### config.mk
export PLATFORM = sky130hd
export DESIGN_NAME = hazard_ctrl
export DESIGN_NICKNAME = d
export VERILOG_FILES = /design/src/rtl/hazard_ctrl.sv
export SDC_FILE = /design/constraint.sdc
export NUM_CORES = 1
export LEC_CHECK = 0
export ABC_CLOCK_PERIOD_IN_PS = 2400
export BUFFER_PORTS_ARGS = -buffer_cell sky130_fd_sc_hd__clkbuf_2
export CAP_MARGIN = 30
export CORE_UTILIZATION = 54
export DETAILED_ROUTE_END_ITERATION = 6
export PLACE_DENSITY_LB_ADDON = 0.08
export SYNTH_ARGS = -nofsm -noshare
export SYNTH_HDL_FRONTEND = slang
export SYNTH_SLANG_ARGS = --single-unit
### constraint.sdc
create_clock -name i_clk -period 2.4 [get_ports i_clk]
set_input_delay 0.24 -clock i_clk [delete_from_list [all_inputs] [get_ports i_clk]]
set_output_delay 0.24 -clock i_clk [all_outputs]
set_load 0.02 [all_outputs]
### src/rtl/hazard_ctrl.sv
// Hazard and sequencing controller for a 5-stage non-forwarding RV32I pipeline.
// A shadow scoreboard of EX/MEM/WB destinations drives stalls, flushes, commit and perf counters.
module hazard_ctrl #(
    parameter int WB_BYPASS = 1,
    parameter int CNT_W     = 32
) (
    input  logic             i_clk,
    input  logic             i_reset,
    input  logic             i_id_vld,
    input  logic [4:0]       i_id_rs1,
    input  logic [4:0]       i_id_rs2,
    input  logic             i_id_rs1_use,
    input  logic             i_id_rs2_use,
    input  logic [4:0]       i_id_rd,
    input  logic             i_id_rd_wren,
    input  logic             i_ex_redirect,
    input  logic             i_mem_stall,
    output logic             o_pc_en,
    output logic             o_ifid_en,
    output logic             o_ifid_flush,
    output logic             o_idex_flush,
    output logic             o_stall,
    output logic             o_wb_commit,
    output logic [CNT_W-1:0] o_stall_cnt,
    output logic [CNT_W-1:0] o_flush_cnt
);

    localparam logic CHECK_WB = (WB_BYPASS == 0);

    logic             ex_vld_r, mem_vld_r, wb_vld_r;
    logic [4:0]       ex_rd_r, mem_rd_r, wb_rd_r;
    logic             ex_wren_r, mem_wren_r, wb_wren_r;
    logic [CNT_W-1:0] stall_cnt_r, flush_cnt_r;

    logic             rs1_match_s, rs2_match_s, hazard_s, redirect_s, insert_bubble_s;

    function automatic logic stage_hit(input logic vld, input logic wren,
                                       input logic [4:0] rd, input logic [4:0] r);
        stage_hit = vld & wren & (rd == r);
    endfunction

    function automatic logic reg_match(input logic [4:0] r,
                                       input logic ex_hit, input logic mem_hit,
                                       input logic wb_hit);
        reg_match = (r != 5'd0) & (ex_hit | mem_hit | (CHECK_WB & wb_hit));
    endfunction

    // Source-register match against in-flight destinations and resulting hazard.
    always_comb begin
        rs1_match_s = reg_match(i_id_rs1,
                                stage_hit(ex_vld_r, ex_wren_r, ex_rd_r, i_id_rs1),
                                stage_hit(mem_vld_r, mem_wren_r, mem_rd_r, i_id_rs1),
                                stage_hit(wb_vld_r, wb_wren_r, wb_rd_r, i_id_rs1));
        rs2_match_s = reg_match(i_id_rs2,
                                stage_hit(ex_vld_r, ex_wren_r, ex_rd_r, i_id_rs2),
                                stage_hit(mem_vld_r, mem_wren_r, mem_rd_r, i_id_rs2),
                                stage_hit(wb_vld_r, wb_wren_r, wb_rd_r, i_id_rs2));
        hazard_s    = i_id_vld & ((i_id_rs1_use & rs1_match_s) | (i_id_rs2_use & rs2_match_s));
        redirect_s  = i_ex_redirect & ~i_mem_stall;
        insert_bubble_s = redirect_s | hazard_s;
    end

    // Priority decode of pipeline enables and flushes: reset, mem stall, redirect, hazard, normal.
    always_comb begin
        o_pc_en      = 1'b1;
        o_ifid_en    = 1'b1;
        o_ifid_flush = 1'b0;
        o_idex_flush = 1'b0;
        o_stall      = 1'b0;
        if (i_reset) begin
            o_pc_en      = 1'b0;
            o_ifid_en    = 1'b0;
            o_ifid_flush = 1'b1;
            o_idex_flush = 1'b1;
        end else if (i_mem_stall) begin
            o_pc_en   = 1'b0;
            o_ifid_en = 1'b0;
        end else if (i_ex_redirect) begin
            o_ifid_flush = 1'b1;
            o_idex_flush = 1'b1;
        end else if (hazard_s) begin
            o_pc_en      = 1'b0;
            o_ifid_en    = 1'b0;
            o_idex_flush = 1'b1;
            o_stall      = 1'b1;
        end else begin
            o_pc_en = 1'b1;
        end
        o_wb_commit = wb_vld_r & ~i_mem_stall & ~i_reset;
    end

    // Shadow scoreboard shift; rd==x0 is captured as a non-writing entry.
    always_ff @(posedge i_clk) begin
        if (i_reset) begin
            ex_vld_r   <= 1'b0;
            ex_rd_r    <= 5'd0;
            ex_wren_r  <= 1'b0;
            mem_vld_r  <= 1'b0;
            mem_rd_r   <= 5'd0;
            mem_wren_r <= 1'b0;
            wb_vld_r   <= 1'b0;
            wb_rd_r    <= 5'd0;
            wb_wren_r  <= 1'b0;
        end else if (!i_mem_stall) begin
            wb_vld_r   <= mem_vld_r;
            wb_rd_r    <= mem_rd_r;
            wb_wren_r  <= mem_wren_r;
            mem_vld_r  <= ex_vld_r;
            mem_rd_r   <= ex_rd_r;
            mem_wren_r <= ex_wren_r;
            if (insert_bubble_s) begin
                ex_vld_r  <= 1'b0;
                ex_rd_r   <= 5'd0;
                ex_wren_r <= 1'b0;
            end else begin
                ex_vld_r  <= i_id_vld;
                ex_rd_r   <= i_id_rd;
                ex_wren_r <= i_id_rd_wren & (i_id_rd != 5'd0);
            end
        end
    end

    // Saturating performance counters; a redirect masks any concurrent hazard.
    always_ff @(posedge i_clk) begin
        if (i_reset) begin
            stall_cnt_r <= {CNT_W{1'b0}};
            flush_cnt_r <= {CNT_W{1'b0}};
        end else if (!i_mem_stall) begin
            if (i_ex_redirect) begin
                if (flush_cnt_r != {CNT_W{1'b1}}) begin
                    flush_cnt_r <= flush_cnt_r + {{(CNT_W-1){1'b0}}, 1'b1};
                end
            end else if (hazard_s) begin
                if (stall_cnt_r != {CNT_W{1'b1}}) begin
                    stall_cnt_r <= stall_cnt_r + {{(CNT_W-1){1'b0}}, 1'b1};
                end
            end
        end
    end

    assign o_stall_cnt = stall_cnt_r;
    assign o_flush_cnt = flush_cnt_r;

endmodule
# == Yosys cells after proc, flatten, opt, wreduce, memory -nomap -nowiden ==
# Index checks and enable logic that the tools add are counted.
# totals
ff_bits,79
input_bits,23
output_inout_bits,70
wordCells,61
# classes
eq_ne,6
mux,17
bitwise_logic,22
addsub,2
reduce_logical,5
# op_table
cell,n
"adder 32 x 1 -> 32 bit, second input constant",2
"!= test 32 bit, second input constant",2
equality test 5 bit,4
2-to-1 mux 1 bit,16
bitwise AND 1 bit,15
nonzero test 5 bit,3
2-to-1 mux 5 bit,1
bitwise OR 1 bit,4
AND reduction 4 bit,1
NOT 1 bit,3
AND reduction 3 bit,1

# == Logic depth before layout (Yosys ltp) ==
# Gate-level depths: netlist of the first run.
# logic_depth
ltp_word,11
depth_mapped,9

# == Worst setup path before layout of the first run ==
# OpenSTA, ideal clock, no wires.
# synth_timing
path_type,input to output
from,input port i_id_rs1[0]
to,output port o_pc_en
arrival_ns,2.365
setup_slack_ns,-0.205
n_path_buf,3
cell_stages,9
cell_sequence,or4_1 o21ai_0 or2_2 o32a_4 buf_2 buf_2 nor2_1 nor3_1 buf_4
# synth_via
elab_chain_len,11
# synth_lines
item,line_no,text
from (decl),10,"input logic [4:0] i_id_rs1,"
equality test 5 bit,39,stage_hit = vld & wren & (rd == r);
bitwise AND 1 bit,39,
bitwise OR 1 bit,45,reg_match = (r != 5'd0) & (ex_hit | mem_hit | (CHECK_WB & wb_hit));
bitwise AND 1 bit *,45,
bitwise AND 1 bit *,58,hazard_s = i_id_vld & ((i_id_rs1_use & rs1_match_s) | (i_id_rs2_use & rs2_match_s));
bitwise OR 1 bit *,58,
bitwise AND 1 bit *,58,
2-to-1 mux 1 bit * (4 in a row),--,
to (decl),18,"output logic o_pc_en,"
# Mark *: on every way between the ends. The rest lies on a longest branch, timed or not.

# == Worst setup path in the final report of the first run ==
# layout_timing
from,register mem_rd_r[1]
to,"register stall_cnt_r[29], in the netlist o_stall_cnt[29]"
# layout_via
elab_chain_len,8
# layout_lines
item,line_no,text
from (decl),31,"logic [4:0] ex_rd_r, mem_rd_r, wb_rd_r;"
from (signal assigned),109,mem_rd_r <= ex_rd_r;
equality test 5 bit,39,
bitwise AND 1 bit,39,
bitwise OR 1 bit,45,
bitwise AND 1 bit,45,
bitwise AND 1 bit,58,
bitwise OR 1 bit *,58,
bitwise AND 1 bit *,58,
AND reduction 4 bit (no line) *,--,
to (signal assigned),126,stall_cnt_r <= {CNT_W{1'b0}};
to (signal assigned),135,"stall_cnt_r <= stall_cnt_r + {{(CNT_W-1){1'b0}}, 1'b1};"
to (decl),33,"logic [CNT_W-1:0] stall_cnt_r, flush_cnt_r;"
# Marked as above.
# A chain may end at the register's enable or synchronous reset.

==> results of run 1 <==
[how the worst min path moves through the flow]
stage                  from        end  slack (ps)  cells after the start
6_report       i_id_rd_wren  ex_wren_r         170                      3
5_1_grt        i_id_rd_wren  ex_wren_r         180                      3
4_1_cts        i_id_rd_wren  ex_wren_r         170                      3
3_5_place_dp      ex_wren_r  ex_wren_r         460                      2
3_3_place_gp      ex_wren_r  ex_wren_r         460                      2
2_1_floorplan  i_id_rd_wren  ex_wren_r         400                      2
[area by class of cell]
class	count	area (um^2)	share of cell area, %
Clock buffer	11	131	2.58
Clock inverter	4	95.1	1.87
Inverter	4	15.0	0.295
Multi-Input combinational cell	388	2550	50.0
Sequential cell	79	1580	31.0
Tap cell	99	124	2.43
Timing Repair Buffer	109	601	11.8
[metrics by stage]
step | area [um^2] | std cells | setup slack [ps] | util, % | TNS (ps)
6_report | 5100 | 694 | 38.8 | 69.2 | 0
5_1_grt | 5100 | 694 | -27.8 | 69.2 | -152
4_1_cts | 5050 | 693 | 50.5 | 68.5 | 0
3_5_place_dp | 4780 | 675 | -15.9 | 64.8 | -15.9
3_3_place_gp | 4780 | 675 | 93.7 | 64.8 | 0
2_1_floorplan | 4190 | 496 | 22.0 | - | 0
[power groups by stage]
| stage | logic, uW | registers (uW) | clock network [uW] |
|---|---|---|---|
| floorplan | 92.6 | 1360 | 0 |
| finish | 166 | 1330 | 1170 |
| detailed placement | 157 | 1360 | 0 |
| global placement | 152 | 1360 | 0 |
| CTS | 163 | 1330 | 1180 |
| global route | 176 | 1330 | 1230 |
[worst register-to-register path, cell delays in order (launching register included)]
cell	delay [ps]
dfxtp_1	350
xor2_1	180
nor4_2	290
a22oi_2	190
o32a_4	360
buf_4	210
nor4_1	320
mux2_1	340
[per-layer routing]
metal | vias up | GRT usage [%] | routed length [um]
met5 | - | 0 | 0
met4 | 0 | 12.2 | 271
met3 | 26 | 4.82 | 493
met2 | 106 | 43.9 | 5190
met1 | 1985 | 33.3 | 4860
li1 | 1991 | - | -
[sequential cells by signal (all words and copies together) (netlist names)]
name	count
mem_vld_r	1
wb_vld_r	1
ex_vld_r	1
ex_rd_r	5
mem_rd_r	5
o_flush_cnt	32
ex_wren_r	1
o_stall_cnt	32
mem_wren_r	1
[kinds of logic after synthesis]
group,Yosys count
and+or+nand+nor,257
DFF,79
AOI/OAI and AO/OA,59
xor gates and xnor gates,48
buffers and inverters,31
muxes,20
adders and majority gates,2
[synthesized netlist by cell type, types with 2 or more instances]
master / count
a21oi_1: 21
a22oi_1: 2
a32oi_1: 5
and2_1: 7
and3_1: 7
and4_1: 10
buf_1: 4
buf_2: 7
clkbuf_1: 14
dfxtp_1: 79
ha_1: 2
inv_1: 4
mux2_1: 4
mux2_2: 8
mux2i_1: 8
nand2_1: 24
nand2b_1: 3
nand3_1: 25
nand4_1: 28
nand4_2: 2
nor2_1: 68
nor2b_1: 16
nor3_1: 13
nor4_1: 14
nor4_2: 3
nor4_4: 2
o21ai_0: 21
o21ai_1: 2
o31ai_1: 2
or2_2: 4
or3_1: 16
or4_1: 11
xnor2_1: 14
xor2_1: 34
[what timing repair did]
action                                  4_1_cts  5_1_grt
endpoints found under the setup margin        5        8
gates cloned                                  2        0
gates resized for setup                       3        8
pin swaps                                     1        3
buffers inserted                              1        1
==> metrics.md, run 1 <==
| Metric | Value |
|---|---|
| Synthesized Nets | ~520 |
| Slew HR | a little under half |
| Hold slack | 171 ps |
| Leakage power | between 0.002 and 0.0025 uW |
| DPL Wire Length | around 7200 um |
| # nets final | 616 |
| Post-synth cell types | 46 |
| Crit path depth | 7 |
| Die height | 90.0 um |
| Number of DRC markers in iteration 0 | 140 |
| Arr. time, crit path | 2600 ps |
| DR WL/cell | 15.6 um |
| Layout cells sized above 1 | 25.7% |
| Initial antenna violation count | 0 |
| Cts hold-fix bufs | 0 |
| Total Power | about 2700 uW |
| Rows | 31 |
| Status | finished clean |
| R2R depth | 7 |
| Post-Synth Simple-Gate Area | ~34% |
| Worst Path Max Fanout | 9 |
| Sequential share of power | 49.9% |
| Commonest non-fill, non-tap cell in the layout | clkbuf_2 |
| Max cap viols | 0 |
| Fin crit share | a little over nine tenths |
| First-pass GRT wire length | between 15000 and 20000 um |
| Min Clock Period, post-route | approximately 2400 ps |
| Power share of the clock group | between 40 and 50% |
| Final ANT Viol Nets | 0 |
| GRT Total Usage | 26.5% |
| Final Skew | around 14 ps |
| Vias per std cell | between 5 and 6 |
| HP Class | input port to flip-flop |
| Number of remaining DRC errors | 0 |
| Largest net degree at the start of global routing | 50 |
| Die width | about 90 um |
| Post-synth EDFFs | 0 |
| Yosys top cell by area | dfxtp_1 |
| Netlist Area Pre-Place | between 4000 and 5000 um^2 |
| Final hold vios | 0 |
| Slowest cell delay on critical path | 360 ps |
| Routability-driven placement congestion ratio | around 0.94 |
| Sw Share | around 23% |
| Adder-Cell Fraction of Synth Area | 0.598% |
| Synth Register Bits | roughly 80 |
| Final setup vio count | 0 |
| Worst Setup SP | mem_rd_r[1] |
| RR Startpoint | mem_rd_r[1] |
| Initial Utilization | a little under three fifths |
| Fill cells | approximately 640 |
| Largest family of logic cells by synthesized area | simple AND/OR/NAND/NOR gates |
| H-tree lvl count | 3 |
| Synthesis-to-finish area growth | 21.8% |
| Post-synthesis mux area share | ~5.1% |
| Via Count | ~4000 |
| Worst-path clk slew | roughly 90 ps |
| RR Endpoint | o_stall_cnt[29] |
| Worst Tran Pin Value | around 800 ps |
| Most frequent cells in the layout | clkbuf_2, dfxtp_1, nor2_1 |
| Crit Path Class | flip-flop to flip-flop |
| Startpoint types | flip-flop |
| Post-synth top area share | between 30 and 40% |
| Cell area power density | 523 nW/um^2 |
| Seq/Total Area, Yosys | 37.8% |
| Clock latency on the worst-skew pair | around 350 ps |
| Cts bufs inserted | 9 |
| FFs w/ async S/R, synth | 0% |
| Req. time, crit path | roughly 2600 ps |
| Critical Path Sink | o_stall_cnt[29] |
| Final Max Tran Viols | 0 |
| CP cell instances | xor2_1 -> nor4_2 -> a22oi_2 -> o32a_4 -> buf_4 -> nor4_1 -> mux2_1 |
| Peak VDD IR | ~0.36 mV |
| Part of the power in combinational logic | 6.2% |
| Final wirelength | roughly 11000 um |
| # diodes | 0 |
| Yosys warning count | 0 |
| CP top delay family | simple AND/OR/NAND/NOR gates |
| Top cells by area, synth | dfxtp_1, xor2_1, nor2_1 |
| Clk root buf | clkbuf_8 |
| CTS tree | built |
| Die area | about 8100 um^2 |
| DR pass1 iterations | 4 |
| CP endpoint kind | flip-flop |
| Aggregate global routing overflow | 0 |
| Top FF cell, synth | dfxtp_1 |
| Max Fclk | around 420 MHz |
| Vias in the first global route | 3791 |
| Highest-delay cell along the critical path | o32a_4 |
| Crit path buffers/inverters | 1 |
| Clock Sink Count | 79 |
| Mapped Cells | ~500 |
| Xor and xnor fraction of the mapped netlist area | around a tenth |
| Core ar. | 7370 um^2 |
| Number of port buffers | 92 |
| IO Pins | 93 |
| Internal | 2060 uW |
| Post-synthesis compound-gate area fraction | under 10% |
| RSZ-0062 raised after global routing | yes |
| P_sw | between 600 and 700 uW |
| Longest Clk Path Bufs | 2 |
| Reg2reg setup slack | about 39 ps |
| Avg Cell Area, Syn | 8.44 um^2 |
Note: power is estimated with default switching activity, not from simulation.
==> inputs of run 2 (changes only) <==
--- a/config.mk
+++ b/config.mk
@@ -6,5 +6,5 @@
 export NUM_CORES = 1
 export LEC_CHECK = 0
-export ABC_CLOCK_PERIOD_IN_PS = 2400
+export ABC_CLOCK_PERIOD_IN_PS = 2300
 export BUFFER_PORTS_ARGS = -buffer_cell sky130_fd_sc_hd__clkbuf_2
 export CAP_MARGIN = 30
==> constraint.sdc (replaced) <==
create_clock -name i_clk -period 2.3 [get_ports i_clk]
set_input_delay 0.46 -clock i_clk [delete_from_list [all_inputs] [get_ports i_clk]]
set_output_delay 0.46 -clock i_clk [all_outputs]
set_load 0.02 [all_outputs]
==> run 2 against run 1 <==
Compared with the run above:
- the run now ends with setup timing left
- register-to-register slack worse by 180 ps
- flip-flop and latch count unchanged
- power grew 2.5%
- non-clock buffer count rose by 24
- routed wire length up 8.8%
- sequential share of layout area decreased by 3.1 points
- utilization is 7.9 points higher
- critical path depth stayed put
- first-iteration DRC count grew 16%
- highest routed layer unchanged
==> metrics.md, run 2 (synthesized netlist as in run 1, its figures left out) <==
| Metric | Value |
|---|---|
| Final WS setup | -200 ps (-239 ps) |
| Fin crit share | 109% |
| DR pass1 iterations | 5 (+1) |
| Die area | 8100 um^2 (unchanged) |
| Slew HR | 68.4% (+22 points) |
| DP Area | 4950 um^2 (+3.5%) |
| Number of remaining DRC errors | 0 (unchanged) |
| Final Skew | 11.8 ps (-1.88 ps) |
| Startpoint types | flip-flop |
| Largest net degree at the start of global routing | 65 (+30%) |
| Worst-path clk slew | 80 ps (about the same) |
| Number of port buffers | 92 (unchanged) |
| Initial Utilization | 56.8% (unchanged) |
| Final wirelength | 11800 um (+8.8%) |
| Leakage power | 0.00240 uW (+16%) |
| Cell area power density | 481 nW/um^2 (-8.0%) |
| Layout cells sized above 1 | 35.0% (+9.2 points) |
| Fill cells | 544 (-14%) |
| Worst Tran Pin Value | 474 ps (-332 ps) |
| Die height | 90.0 um (unchanged) |
| Core ar. | 7370 um^2 (unchanged) |
| Req. time, crit path | 1840 ps (-800 ps) |
| Final ANT Viol Nets | 0 (unchanged) |
| Clk root buf | clkbuf_8 |
| Clock Sink Count | 79 (unchanged) |
| Final Max Tran Viols | 0 (unchanged) |
| Routability-driven placement congestion ratio | 0.937 (+0.11%) |
| Hold slack | 392 ps (+221 ps) |
| IO Pins | 93 (unchanged) |
| H-tree lvl count | 3 (unchanged) |
| CP endpoint kind | output port |
| Fin Setup TNS | -1510 ps (-1510 ps) |
| DPL Wire Length | 7420 um (+2.7%) |
| Peak VDD IR | 0.299 mV (-16%) |
| # nets final | 638 (+3.6%) |
| Commonest non-fill, non-tap cell in the layout | clkbuf_2 |
| Cts bufs inserted | 9 (unchanged) |
| Vias in the first global route | 3951 (+4.2%) |
| Final setup vio count | 22 (+22) |
| Status | complete, but fails checks |
| Via Count | 4245 (+3.3%) |
| Initial antenna violation count | 0 (unchanged) |
| Worst Path Max Fanout | 4 (-5) |
| Crit Path Class | flip-flop to output port |
| HP Class | input port to flip-flop |
| Failing checks | setup timing |
| Arr. time, crit path | 2040 ps (-560 ps) |
| Aggregate global routing overflow | 0 (unchanged) |
| Longest Clk Path Bufs | 2 (unchanged) |
| RSZ-0062 raised after global routing | yes |
| Synthesis-to-finish area growth | 35.7% |
| Vias per std cell | 5.92 (about the same) |
| Max Fclk | 400 MHz |
| Min Clock Period, post-route | between 2000 and 3000 ps |
| First-pass GRT wire length | 17700 um (+0.50%) |
| Most frequent cells in the layout | clkbuf_2, dfxtp_1, nor2_1 |
| Clock latency on the worst-skew pair | 350 ps (about the same) |
| CTS tree | built |
| Final hold vios | 0 (unchanged) |
| DR WL/cell | 16.4 um (+5.3%) |
| Rows | 31 (unchanged) |
| Die width | 90.0 um (unchanged) |
| # diodes | 0 (unchanged) |
| Number of DRC markers in iteration 0 | 163 (+16%) |
| Max cap viols | 0 (unchanged) |
| GRT Total Usage | 26.6% (+0.12 points) |
| Final Cell Area | 5680 um^2 (+11%) |
-- run 2: cell count changes in the layout (fill, tap and decap cells not counted), sizes merged --
cell | previous run | this run
bufinv | 3 | 2
o32a | 3 | 1
clkbuf | 99 | 101
clkinvlp | 0 | 2
clkinv | 1 | 3
buf | 21 | 41
-- run 2: worst max-delay path, cell delays in order, from the launching register on --
cell,delay [ps]
dfxtp_4,370
xor2_4,160
nor4_4,280
a22oi_2,130
o32a_4,360
buf_6,130
o21bai_1,110
buf_4,160
-- run 2: metrics by stage --
step           std cells  setup WS (ps)  total power [uW]  utilization [%]
2_1_floorplan        496           -316              1520                -
4_1_cts              711           -242              2730             72.1
5_1_grt              717           -323              2830             77.0
6_report             717           -200              2730             77.0
3_3_place_gp         692           -191              1580             67.1
3_5_place_dp         692           -274              1590             67.1
-- run 2: layout make-up --
class	instances	area, um^2	share of cell area [%]
multi-input combinational	386	2810	49.5
sequential	79	1590	28.0
timing repair buffer	133	916	16.1
clock buffer	9	124	2.18
tap	99	124	2.18
clock inverter	7	97.6	1.72
inverter	4	15.0	0.264
-- run 2: what timing repair did --
item                       in CTS  in global routing
cloned                          0                  5
gates resized for setup        23                 57
setup endpoints to repair       8                 36
pin swaps                      13                 30
hold buffers                    0                  0
buffers inserted                3                  1
-- run 2: final timing paths --
| path | from | end | slack [ps] | depth (start not counted) |
|---|---|---|---|---|
| worst max-delay path | mem_rd_r[1] | o_idex_flush | -200 | 7 |
| worst min-delay path | i_id_rd_wren | ex_wren_r | 390 | 3 |
| worst max register to register | mem_rd_r[1] | o_stall_cnt[6] | -140 | 9 |
| worst min register to register | ex_wren_r | ex_wren_r | 480 | 2 |
-- run 2: where the power goes --
group | switching (uW) | internal, uW
registers | 10.6 | 1380
logic | 119 | 73.1
clock network | 541 | 613
-- run 2: routing by layer --
metal,GRT usage (%),wire [um],up-vias
li1,-,-,2032
met1,31.7,4680,2057
met2,46.4,6210,138
met3,7.02,660,18
met4,8.33,212,0
met5,0,0,-
==> inputs of run 3 (changes only) <==
MAX_ROUTING_LAYER = met4   (was default)
==> run 3 against run 2 <==
Compared with the run above:
- the run still ends with setup timing left
- register-to-register slack about the same
- sequential share of layout area unchanged
- via count decreased by 0.26%
- global-route usage increased by 0.79 points
- utilization unchanged
- first-iteration DRC count decreased by 2.5%
- setup slack got worse by 0.98 ps
- largest cell class unchanged
==> metrics.md, run 3 (synthesized netlist as in run 1, its figures left out) <==
| Metric | Value |
|---|---|
| Final non-filler cell total | 717 (unchanged) |
| Req. time, crit path | 1840 ps (about the same) |
| Pre-CTS setup slack | -274 ps (unchanged) |
| Layout cells sized above 1 | 35.0% (unchanged) |
| Via Count | 4234 (-0.26%) |
| Startpoint types | flip-flop |
| Routing usage on met3 | 6.60% (-0.42 points) |
| Total Power | 2730 uW (about the same) |
| Met2 Resource Use GR | 46.5% (+0.13 points) |
| Number of DRC markers in iteration 0 | 159 (-2.5%) |
| Final Max Tran Viols | 0 (unchanged) |
| Worst Path Max Fanout | 4 (unchanged) |
| Worst-path clk slew | 80 ps (about the same) |
| Cell area power density | 481 nW/um^2 (about the same) |
| DR pass1 iterations | 5 (unchanged) |
| Inst Count DP | 692 (unchanged) |
| Initial antenna violation count | 0 (unchanged) |
| Clock Sink Count | 79 (unchanged) |
| Crit Path Class | flip-flop to output port |
| # nets final | 638 (unchanged) |
| HP Class | input port to flip-flop |
| Fin crit share | 109% (about the same) |
| Vias in the first global route | 3948 (-0.076%) |
| Arr. time, crit path | 2040 ps (about the same) |
| Failing checks | setup timing |
| RR Startpoint | mem_rd_r[1] |
| Hold Path Depth | 3 (unchanged) |
| Synthesis-to-finish area growth | 35.7% (unchanged) |
| Hold Crit Start | i_id_rd_wren |
| Worst Tran Pin Value | 469 ps (-4.73 ps) |
| Clk root buf | clkbuf_8 |
| Commonest non-fill, non-tap cell in the layout | clkbuf_2 |
| Final WS setup | -201 ps (-0.975 ps) |
| Die area | 8100 um^2 (unchanged) |
| Slew HR | 68.7% (+0.32 points) |
| H-tree lvl count | 3 (unchanged) |
| Die height | 90.0 um (unchanged) |
| Final ANT Viol Nets | 0 (unchanged) |
| RR Endpoint | o_stall_cnt[6] |
| Cts bufs inserted | 9 (unchanged) |
| R2R depth | 9 (unchanged) |
| Cts hold-fix bufs | 0 (unchanged) |
| Rows | 31 (unchanged) |
| Status | complete, but fails checks |
| Longest Clk Path Bufs | 2 (unchanged) |
| CP endpoint kind | output port |
| DPL Wire Length | 7420 um (unchanged) |
| Reg2reg setup slack | -140 ps (about the same) |
| First-pass GRT wire length | 17800 um (about the same) |
| Aggregate global routing overflow | 0 (unchanged) |
| Final hold vios | 0 (unchanged) |
| Fin Setup TNS | -1500 ps (+8.83 ps) |
| Max cap viols | 0 (unchanged) |
| Clock latency on the worst-skew pair | 350 ps (about the same) |
| # diodes | 0 (unchanged) |
| Number of port buffers | 92 (unchanged) |
| Most frequent cells in the layout | clkbuf_2, dfxtp_1, nor2_1 |
| RSZ-0062 raised after global routing | yes |
| IO Pins | 93 (unchanged) |
| Vias per std cell | 5.91 (-0.26%) |
| Routability-driven placement congestion ratio | 0.954 (+1.8%) |
| Die width | 90.0 um (unchanged) |
| Number of remaining DRC errors | 0 (unchanged) |
| GR Util met1 | 31.9% (+0.21 points) |
| Min Clock Period, post-route | 2500 ps (+0.975 ps) |
| Initial Utilization | 56.8% (unchanged) |
| GRT Total Usage | 27.4% (+0.79 points) |
| Leakage power | 0.00240 uW (unchanged) |
| GRT Max-Usage Layer | met2 |
| Hold path endpoint | ex_wren_r |
| DR WL/cell | 16.4 um (-0.15%) |
| Core ar. | 7370 um^2 (unchanged) |
| CTS tree | built |
| Hold slack | 392 ps (-0.0790 ps) |
| Final setup vio count | 23 (+4.5%) |
| Final Skew | 13.3 ps (+1.46 ps) |
| Largest net degree at the start of global routing | 65 (unchanged) |
| Final wirelength | 11700 um (-0.15%) |
| Peak VDD IR | 0.299 mV (+0.13%) |
| Max Fclk | 400 MHz (about the same) |
run 3: cell counts in the layout (fill, tap and decap cells not counted):
Identical to the previous run, type by type.
run 3: report_power, final:
part / internal, uW / switching [uW]
Sequential: 1380 / 10.6
Combinational: 73.1 / 118
Clock: 613 / 539
run 3: metal layers:
metal  up-vias  share of wire (%)
met2       140                 53
met1      2044                 40
li1       2034                  -
met3        16                5.5
met5         -                  0
met4         0                1.6
run 3: cell type report:
cell class                      instances  area [um^2]
Clock buffer                            9          124
Clock inverter                          7         97.6
Tap cell                               99          124
Timing Repair Buffer                  133          916
Sequential cell                        79         1590
Multi-Input combinational cell        386         2810
Fill cell                             544         1690
Inverter                                4         15.0
run 3: timing repair:
item | 4_1_cts | 5_1_grt
gates cloned | 0 | 5
buffers inserted | 3 | 1
gates resized for setup | 23 | 57
setup endpoints to repair | 8 | 36
pin swaps | 13 | 30
run 3: critical path, stage by stage, from the launching register on:
cell and delay, ps:
dfxtp_4 370, xor2_4 160, nor4_4 280, a22oi_2 130
o32a_4 360, buf_6 130, o21bai_1 110, buf_4 160
run 3: stage by stage:
| step | util (%) | area, um^2 |
|---|---|---|
| after global placement | 67.1 | 4950 |
| final | 77.0 | 5680 |
| after detailed placement | 67.1 | 4950 |
| after floorplan | - | 4220 |
| after CTS | 72.1 | 5310 |
| after global routing | 77.0 | 5680 |
run 3: worst max path at each step:
| stage | startpoint | endpoint | slack (ps) |
|---|---|---|---|
| 2_1_floorplan | i_id_rs1[0] | o_pc_en | -320 |
| 3_3_place_gp | i_id_rs2[2] | o_idex_flush | -190 |
| 3_5_place_dp | i_id_rs2[2] | o_stall_cnt[9] | -270 |
| 4_1_cts | mem_rd_r[1] | o_idex_flush | -240 |
| 5_1_grt | ex_rd_r[2] | o_idex_flush | -320 |
| 6_report | mem_rd_r[1] | o_idex_flush | -200 |
